## src/rtl/hl2_tr_pkg.sv

```systemverilog
// Shared state encoding, config payload and sizing helper for the T/R sequencer.
package hl2_tr_pkg;

   localparam int unsigned TICK_DIV_DEF    = 768;
   localparam int unsigned PRE_TICKS_DEF   = 2;
   localparam int unsigned DRAIN_TICKS_DEF = 1;
   localparam int unsigned HANG_W_DEF      = 8;

   typedef enum logic [2:0] {
      RX    = 3'd0,
      KEY   = 3'd1,
      TX    = 3'd2,
      UNKEY = 3'd3,
      HANG  = 3'd4
   } tr_state_e;

   typedef struct packed {
      logic pa;
      logic ext;
   } tr_cfg_t;

   // Prescaler width; a divide-by-one still needs a one-bit counter.
   function automatic int unsigned tick_w(input int unsigned div);
      return (div > 1) ? int'($clog2(div)) : 1;
   endfunction

endpackage

```

## src/rtl/tr_tick_timer.sv

```systemverilog
// Tick prescaler plus saturating down-counter; done marks the final cycle of an N-tick wait.
module tr_tick_timer
   import hl2_tr_pkg::*;
#(
   parameter int unsigned TICK_DIV = TICK_DIV_DEF,
   parameter int unsigned CNT_W    = HANG_W_DEF
) (
   input  logic             clk,
   input  logic             rst,
   input  logic             i_start,
   input  logic [CNT_W-1:0] i_load,
   output logic             o_done_c
);

   localparam int unsigned PW = tick_w(TICK_DIV);

   logic [PW-1:0]    r_pre;
   logic [CNT_W-1:0] r_rem;
   logic             w_wrap;

   assign w_wrap = (r_pre == PW'(TICK_DIV - 1));

   // Counter holds at zero once expired, so it never wraps.
   always_ff @(posedge clk or posedge rst) begin
      if (rst) begin
         r_pre <= '0;
         r_rem <= '0;
      end else if (i_start) begin
         r_pre <= '0;
         r_rem <= i_load;
      end else if (r_rem != '0) begin
         if (w_wrap) begin
            r_pre <= '0;
            r_rem <= r_rem - CNT_W'(1);
         end else begin
            r_pre <= r_pre + PW'(1);
         end
      end
   end

   // A zero-length wait is done in its entry cycle.
   assign o_done_c = (r_rem == '0) || ((r_rem == CNT_W'(1)) && w_wrap);

endmodule

```

## src/rtl/tr_sequencer.sv

```systemverilog
// Transmit/receive sequencer: keys relays before RF, drains RF before relays release.
module tr_sequencer
   import hl2_tr_pkg::*;
#(
   parameter int unsigned TICK_DIV    = TICK_DIV_DEF,
   parameter int unsigned PRE_TICKS   = PRE_TICKS_DEF,
   parameter int unsigned DRAIN_TICKS = DRAIN_TICKS_DEF,
   parameter int unsigned HANG_W      = HANG_W_DEF
) (
   input  logic              clk,
   input  logic              rst,
   input  logic              tx_req,
   input  logic              tx_inhibit,
   input  logic              pa_enable,
   input  logic              exttr_enable,
   input  logic [HANG_W-1:0] hang_ticks,
   output logic              rfsw_sel,
   output logic              pa_inttr,
   output logic              pa_exttr,
   output logic              txquiet_n,
   output logic              tx_active,
   output logic [2:0]        state_dbg
);

   tr_state_e         r_state;
   tr_state_e         w_next;
   tr_cfg_t           r_cfg;
   tr_cfg_t           w_cfg;
   logic              w_go;
   logic              w_start;
   logic              w_done;
   logic              w_keyed;
   logic              w_air;
   logic [HANG_W-1:0] w_load;
   logic              r_rfsw_sel;
   logic              r_pa_inttr;
   logic              r_pa_exttr;
   logic              r_txquiet_n;
   logic              r_tx_active;

   // Inhibit always wins over a key request.
   assign w_go = tx_req & ~tx_inhibit;

   always_comb begin
      w_next = r_state;
      w_cfg  = r_cfg;
      case (r_state)
         RX: begin
            if (w_go) begin
               w_next = KEY;
               w_cfg  = '{pa: pa_enable, ext: exttr_enable};
            end
         end
         KEY: begin
            if (!w_go)       w_next = HANG;
            else if (w_done) w_next = TX;
         end
         TX: begin
            if (!w_go) w_next = UNKEY;
         end
         UNKEY: begin
            if (w_done) w_next = HANG;
         end
         HANG: begin
            if (w_go)        w_next = TX;
            else if (w_done) w_next = RX;
         end
         default: w_next = RX;
      endcase
   end

   // Timer is reloaded with the wait length of whichever state is being entered.
   always_comb begin
      w_load = '0;
      case (w_next)
         KEY:     w_load = HANG_W'(PRE_TICKS);
         UNKEY:   w_load = HANG_W'(DRAIN_TICKS);
         HANG:    w_load = hang_ticks;
         default: w_load = '0;
      endcase
   end

   assign w_start = (w_next != r_state);
   assign w_keyed = (w_next != RX);
   assign w_air   = (w_next == TX);

   tr_tick_timer #(
      .TICK_DIV (TICK_DIV),
      .CNT_W    (HANG_W)
   ) u_timer (
      .clk      (clk),
      .rst      (rst),
      .i_start  (w_start),
      .i_load   (w_load),
      .o_done_c (w_done)
   );

   // Outputs are decoded from the next state so they change in the same cycle as the state.
   always_ff @(posedge clk or posedge rst) begin
      if (rst) begin
         r_state     <= RX;
         r_cfg       <= '0;
         r_rfsw_sel  <= 1'b0;
         r_pa_inttr  <= 1'b0;
         r_pa_exttr  <= 1'b0;
         r_txquiet_n <= 1'b0;
         r_tx_active <= 1'b0;
      end else begin
         r_state     <= w_next;
         r_cfg       <= w_cfg;
         r_rfsw_sel  <= w_keyed;
         r_pa_inttr  <= w_keyed & w_cfg.pa;
         r_pa_exttr  <= w_keyed & w_cfg.ext;
         r_txquiet_n <= w_air;
         r_tx_active <= w_air;
      end
   end

   assign rfsw_sel  = r_rfsw_sel;
   assign pa_inttr  = r_pa_inttr;
   assign pa_exttr  = r_pa_exttr;
   assign txquiet_n = r_txquiet_n;
   assign tx_active = r_tx_active;
   assign state_dbg = 3'(r_state);

endmodule

```

## config.mk

```make
export PLATFORM = sky130hd
export DESIGN_NAME = tr_sequencer
export DESIGN_NICKNAME = d
export VERILOG_FILES = /design/src/rtl/hl2_tr_pkg.sv /design/src/rtl/tr_tick_timer.sv /design/src/rtl/tr_sequencer.sv
export SDC_FILE = /design/constraint.sdc
export NUM_CORES = 1
export LEC_CHECK = 0
export BUFFER_PORTS_ARGS = -buffer_cell sky130_fd_sc_hd__buf_2
export CAP_MARGIN = 0
export CELL_PAD_IN_SITES_DETAIL_PLACEMENT = 2
export CELL_PAD_IN_SITES_GLOBAL_PLACEMENT = 2
export CORE_MARGIN = 10
export CORE_UTILIZATION = 34
export CTS_CLUSTER_SIZE = 12
export DETAILED_ROUTE_END_ITERATION = 6
export PLACE_DENSITY = 0.82
export SLEW_MARGIN = 15
export SYNTH_ARGS = -nofsm -noshare
export SYNTH_HDL_FRONTEND = slang
export SYNTH_SLANG_ARGS = --single-unit
```

## constraint.sdc

```tcl
create_clock -name clk -period 3.3 [get_ports clk]
set_input_delay 0.825 -clock clk [delete_from_list [all_inputs] [get_ports clk]]
set_output_delay 0.825 -clock clk [all_outputs]
set_load 0.01 [all_outputs]
```

# Word level (Yosys, flattened, before mapping)
# Cells that the tools add are included.
# Widths: inputs -> output; s select.
dict set report totals {
  regBits 27
  latchBits 0
  ramBits 0
  romBits 0
  input_bits 14
  wordCells 52
  n_memories 0
}
dict set report op_classes {
  addsub 2
  n_mul 0
  div_mod_pow 0
  magnitude_cmp 0
  n_eq_ne 11
  shifts 0
  muxes 17
  bitwise_logic 4
  n_reduce_logical 9
}
# op count
set op_table {}
lappend op_table {{$mux 10} 3}
lappend op_table {{$mux 8} 3}
lappend op_table {{$pmux 8 s3} 1}
lappend op_table {{$mux 3} 7}
lappend op_table {{$pmux 3 s5} 1}
lappend op_table {{$eq 3x2->1 const B} 4}
lappend op_table {{$add 10x1->10 const B} 1}
lappend op_table {{$eq 10x10->1 const B} 1}
lappend op_table {{$eq 8x1->1 const B} 1}
lappend op_table {{$logic_not 8->1} 1}
lappend op_table {{$reduce_bool 8->1} 1}
lappend op_table {{$sub 8x1->8 const B} 1}
lappend op_table {{$eq 3x1->1 const B} 2}
lappend op_table {{$eq 3x3->1 const B} 2}
lappend op_table {{$mux 2} 2}
lappend op_table {{$reduce_bool 2->1} 2}
lappend op_table {{$and 1x1->1} 3}
lappend op_table {{$logic_not 3->1} 1}
lappend op_table {{$ne 3x3->1} 1}
lappend op_table {{$reduce_bool 3->1} 1}
lappend op_table {{$reduce_and 2->1} 1}
lappend op_table {{$logic_and 1x1->1} 1}
lappend op_table {{$logic_or 1x1->1} 1}
lappend op_table {{$not 1->1} 1}

# Logic depth before layout (Yosys ltp)
dict set report logic_depth {
  depth_word 9
  depth_mapped 10
  depth_no_buf 8
}

# Modules after synthesis
# From an unflattened synthesis, not the netlist that was laid out.
dict set report hier_totals {
  hier_cells 197
  area_unflattened_um2 1750.4
}
# module n_inst cells_each area_each_um2 seq_area_each_um2
set modules_own_cells {}
lappend modules_own_cells {tr_tick_timer 1 121 1113.6 450.4}
lappend modules_own_cells {tr_sequencer 1 76 636.9 225.2}

# Worst setup path after synthesis
# No wires, ideal clock.
dict set report synth_timing {
  path_kind {register to register}
  start {register u_timer.r_rem[1]}
  end {register u_timer.r_rem[1]}
  setup_time_ps 120
  arrival_ps 2267
  required_ps 3180
  setup_slack_ps 913
  stages_incl_launch_ff 10
  path_buffers 1
  synth_period_minus_slack_ps 2387
  path_cell_list {dfrtp_1 -> inv_1 -> ha_1 -> or4b_1 -> or4_4 -> a21boi_4 -> o311a_2 -> buf_6 -> a21oi_2 -> a31o_1}
}
dict set report synth_via {
  elab_chain_len 9
  elab_cells_between_ends 23
  classes_between {add/sub (1); eq/ne (5); mux (10); reduce/logical (7)}
}
# item line_no
set synth_lines {}
lappend synth_lines {{start, declared} tr_tick_timer.sv:18} ;# logic [CNT_W-1:0] r_rem;
lappend synth_lines {{start signal, assigned} tr_tick_timer.sv:30} ;# r_rem <= i_load;
lappend synth_lines {{start signal, assigned} tr_tick_timer.sv:34} ;# r_rem <= r_rem - CNT_W'(1);
lappend synth_lines {{$eq 8x1->1} tr_tick_timer.sv:42} ;# assign o_done_c = (r_rem == '0) || ((r_rem == CNT_W'(1)) && w_wrap);
lappend synth_lines {{$logic_and 1x1->1} tr_tick_timer.sv:42}
lappend synth_lines {{$logic_or 1x1->1} tr_tick_timer.sv:42}
lappend synth_lines {{$mux 3 (on tied branches)} {tr_sequencer.sv:66, tr_sequencer.sv:56}}
lappend synth_lines {{$mux 3 (on tied branches)} {tr_sequencer.sv:65, tr_sequencer.sv:55}}
lappend synth_lines {{$pmux 3 s5} tr_sequencer.sv:47} ;# case (r_state)
lappend synth_lines {{$eq 3x3->1 (tied with other cells)} tr_sequencer.sv:75} ;# case (w_next)
lappend synth_lines {{$pmux 8 s3 / $reduce_bool 2->1 (equally long branches)} -}
lappend synth_lines {{$mux 8 / $reduce_and 2->1 (equally long branches)} -}
# Parallel ways exist; a longest one is shown, timed or not. The select of a mux whose other input is x is not followed.
# A chain may end at the register's enable or synchronous reset.

# Final worst setup path
dict set report layout_timing {
  start {register u_timer.r_rem[1]}
  end {register u_timer.r_pre[5]}
}
dict set report layout_via {
  elab_chain_len 8
  elab_cells_between_ends 14
  classes_between {eq/ne (2); mux (7); reduce/logical (5)}
}
# item line_no
set layout_lines {}
lappend layout_lines {{$eq 8x1->1} tr_tick_timer.sv:42}
lappend layout_lines {{$logic_and 1x1->1} tr_tick_timer.sv:42}
lappend layout_lines {{$logic_or 1x1->1} tr_tick_timer.sv:42}
lappend layout_lines {{$mux 3 (on tied branches)} {tr_sequencer.sv:66, tr_sequencer.sv:56}}
lappend layout_lines {{$mux 3 (on tied branches)} {tr_sequencer.sv:65, tr_sequencer.sv:55}}
lappend layout_lines {{$pmux 3 s5} tr_sequencer.sv:47}
lappend layout_lines {{$ne 3x3->1} tr_sequencer.sv:83} ;# assign w_start = (w_next != r_state);
lappend layout_lines {{$mux 10 / $reduce_bool 2->1 (equally long branches)} -}
lappend layout_lines {{end signal, assigned} tr_tick_timer.sv:36} ;# r_pre <= r_pre + PW'(1);
lappend layout_lines {{end, declared} tr_tick_timer.sv:17} ;# logic [PW-1:0] r_pre;
# Parallel ways exist; a longest one is shown, timed or not.

==> metrics.csv <==
metric;value;unit
Synth cell types;44;
Synth Flop Type;dfrtp_1;
clock skew;0.00779;ns
final worst slack;0.419;ns
Finish-stage setup viols;0;
number of synthesized flops with an enable pin;0;
Leak Pwr;0.796;nW
launch point of the worst reg-to-reg path;u_timer.r_rem[1];
RSZ-0062 raised after global routing;no;
final WL;4780;um
Worst-path clk slew;0.10;ns
Starting DRT DRC Count;37;
CTS sink cnt;27;
worst reg2reg path depth;8;
clk root buf;clkbuf_8;
VDD IR-drop max;0.377;mV
post_cts resized;0;
DR WL/cell;18.7;um
CORE AREA;4440;sq um
GP Congestion;0.796;
syn_nets;199;
Ant. Diodes;0;
IO buf count;21;
Setup TNS;0;ns
row count;24;
asr flop ratio synth;1.00;
Initial Util;0.360;
max_slew headroom;0.329;
Yosys Warn Count;0;
initial antenna violation count;0;
Nets;222;
cts hold-fix bufs;0;
flop2flop setup slack;0.42;ns
crit path launch;u_timer.r_rem[1];
part of the cycle the worst path needs;0.873;
FF-to-FF End;u_timer.r_pre[5];
most frequent cells in the layout;27 x dfrtp_1, 22 x nor2_1, 21 x buf_2;
DRC;0;
largest net degree at the start of global routing;28;
Seq pwr share;0.345;
Tot Pwr;1.53;mW
Critical Path AT;3.04;ns
hold depth;1;
Total GRT Usage;0.129;
pwr dens;848;nW/um^2
Die X-Extent;88.6;um
Max Cap Violations;0;
DP HPWL;3650;um
IO Count;22;
TritonCTS clock tree;yes;
crit path max fanout;23;
H-tree Lvls;1;
Vias;1425;
gr ovfl total;0;
clk_lat worst skew;0.27;ns
Num CTS Buffers;3;
setup repair bufs after CTS;0;
Net Sw Frac;0.463;
Comb pwr share;0.530;
die area;7860;sq um
vias in the first global route;1610;
Worst Hold Class;reg -> reg;
Worst Path Required;3.46;ns
Synth Cell Area;1600;sq um
most common cell after layout, fill and taps aside;dfrtp_1;
drt first pass iters;4;
Die Height;88.6;um
Slew @ Worst Pin;1.00;ns
CTS Buffer Depth;2;
Psw;0.711;mW
Area Growth Syn to Fin;12.9;%
CP endpoint;u_timer.r_pre[5];
status;complete, no violations;
post-synthesis area per instance;8.80;sq um
drt via density;5.57;
Hold Vio Cnt, Final;0;
clock share of power;0.124;
post-layout min period;2.88;ns
Mapped Cells;182;
DP Worst Slack;0.439;ns
HP Start;r_cfg[0];
Crit. End Element;flop;
CP Launch Type;flop;
share of post-route cells with drive strength above 1;0.172;
sequential area share after synthesis;0.422;
Pins Over Slew Limit;0;
Antenna Nets Post-Route;0;
#FFs+latches synth;27;
FMAX;0.347;GHz
Setup CP Type;reg -> reg;
first-pass GRT wire length;8120;um
P_int;0.823;mW
==> layout make-up <==
cell class / count / area, sq um
timing repair buffer: 25 / 135
sequential: 27 / 676
tap: 52 / 65.1
clock buffer: 4 / 45.0
fill: 512 / 2640
multi-input combinational: 140 / 857
inverter: 8 / 30.0
==> synth_stat cells, drive strengths merged, types with 2 or more instances <==
master	n	area (sq um)
xnor2	11	96.3
dfrtp	27	676
or4	2	18.8
nand2	16	60.1
nor4	8	56.3
nor2b	4	25.0
clkbuf	4	15.0
a21o	3	22.5
buf	3	23.8
a21oi	14	73.8
nor2	22	82.6
ha	3	37.5
inv	7	26.3
o21ai	8	40.0
mux2	2	22.5
nand3	12	60.1
nand2b	4	25.0
and2	3	18.8
a311oi	2	17.5
and3	3	18.8
nor3b	2	15.0
nor3	6	30.0
==> worst min-delay path by stage <==
stage	endpoint
after global routing	r_cfg[1]
final	r_cfg[0]
after CTS	r_cfg[0]
after detailed placement	r_cfg[0]
after global placement	r_cfg[0]
after floorplan	r_cfg[0]
==> power groups by stage <==
| stage | clock, mW | sequential (mW) | combinational [mW] |
|---|---|---|---|
| finish | 0.191 | 0.529 | 0.813 |
| global route | 0.217 | 0.543 | 0.929 |
| CTS | 0.197 | 0.529 | 0.829 |
| detailed placement | 0 | 0.536 | 0.820 |
| global placement | 0 | 0.520 | 0.763 |
| floorplan | 0 | 0.500 | 0.614 |
==> sequential cells by signal (all words and copies together), names as in the netlist <==
| signal | cells |
|---|---|
| tx_active | 1 |
| r_cfg | 2 |
| pa_inttr | 1 |
| u_timer.r_rem | 8 |
| pa_exttr | 1 |
| rfsw_sel | 1 |
| u_timer.r_pre | 10 |
| state_dbg | 3 |
==> per-stage QoR <==
step	area [sq um]	cells	utilization	hold slack, ns
floorplan	1600	182	-	0.465
global placement	1760	252	0.397	0.476
detailed placement	1760	252	0.397	0.495
CTS	1810	256	0.407	0.522
global route	1810	256	0.407	0.539
finish	1810	256	0.407	0.520
==> layer usage <==
| metal | GRT usage | up-vias | part of all wire |
|---|---|---|---|
| li1 | - | 688 | - |
| met1 | 0.163 | 727 | 0.45 |
| met2 | 0.219 | 8 | 0.53 |
| met3 | 0.0156 | 2 | 0.013 |
| met4 | 0.0455 | 0 | 0.0075 |
| met5 | 0 | - | 0 |
==> cells by family after synthesis <==
kind of cell | Yosys count | share of synthesized area
xor+xnor | 12 | 0.0656
flops | 27 | 0.422
compound gates | 39 | 0.166
fa+ha+maj | 3 | 0.0234
buf+inv | 15 | 0.0430
mux | 2 | 0.0141
simple gates | 84 | 0.266
==> worst max-delay path: stages, from the launching register on <==
cell and delay [ns]:
dfrtp_1 0.43, inv_1 0.09, ha_1 0.15, or4b_1 0.45
or4_4 0.45, a21boi_4 0.32, o311a_2 0.52, nand2b_1 0.27
nor2_1 0.07
No activity file was read; power rests on OpenSTA's default activity.
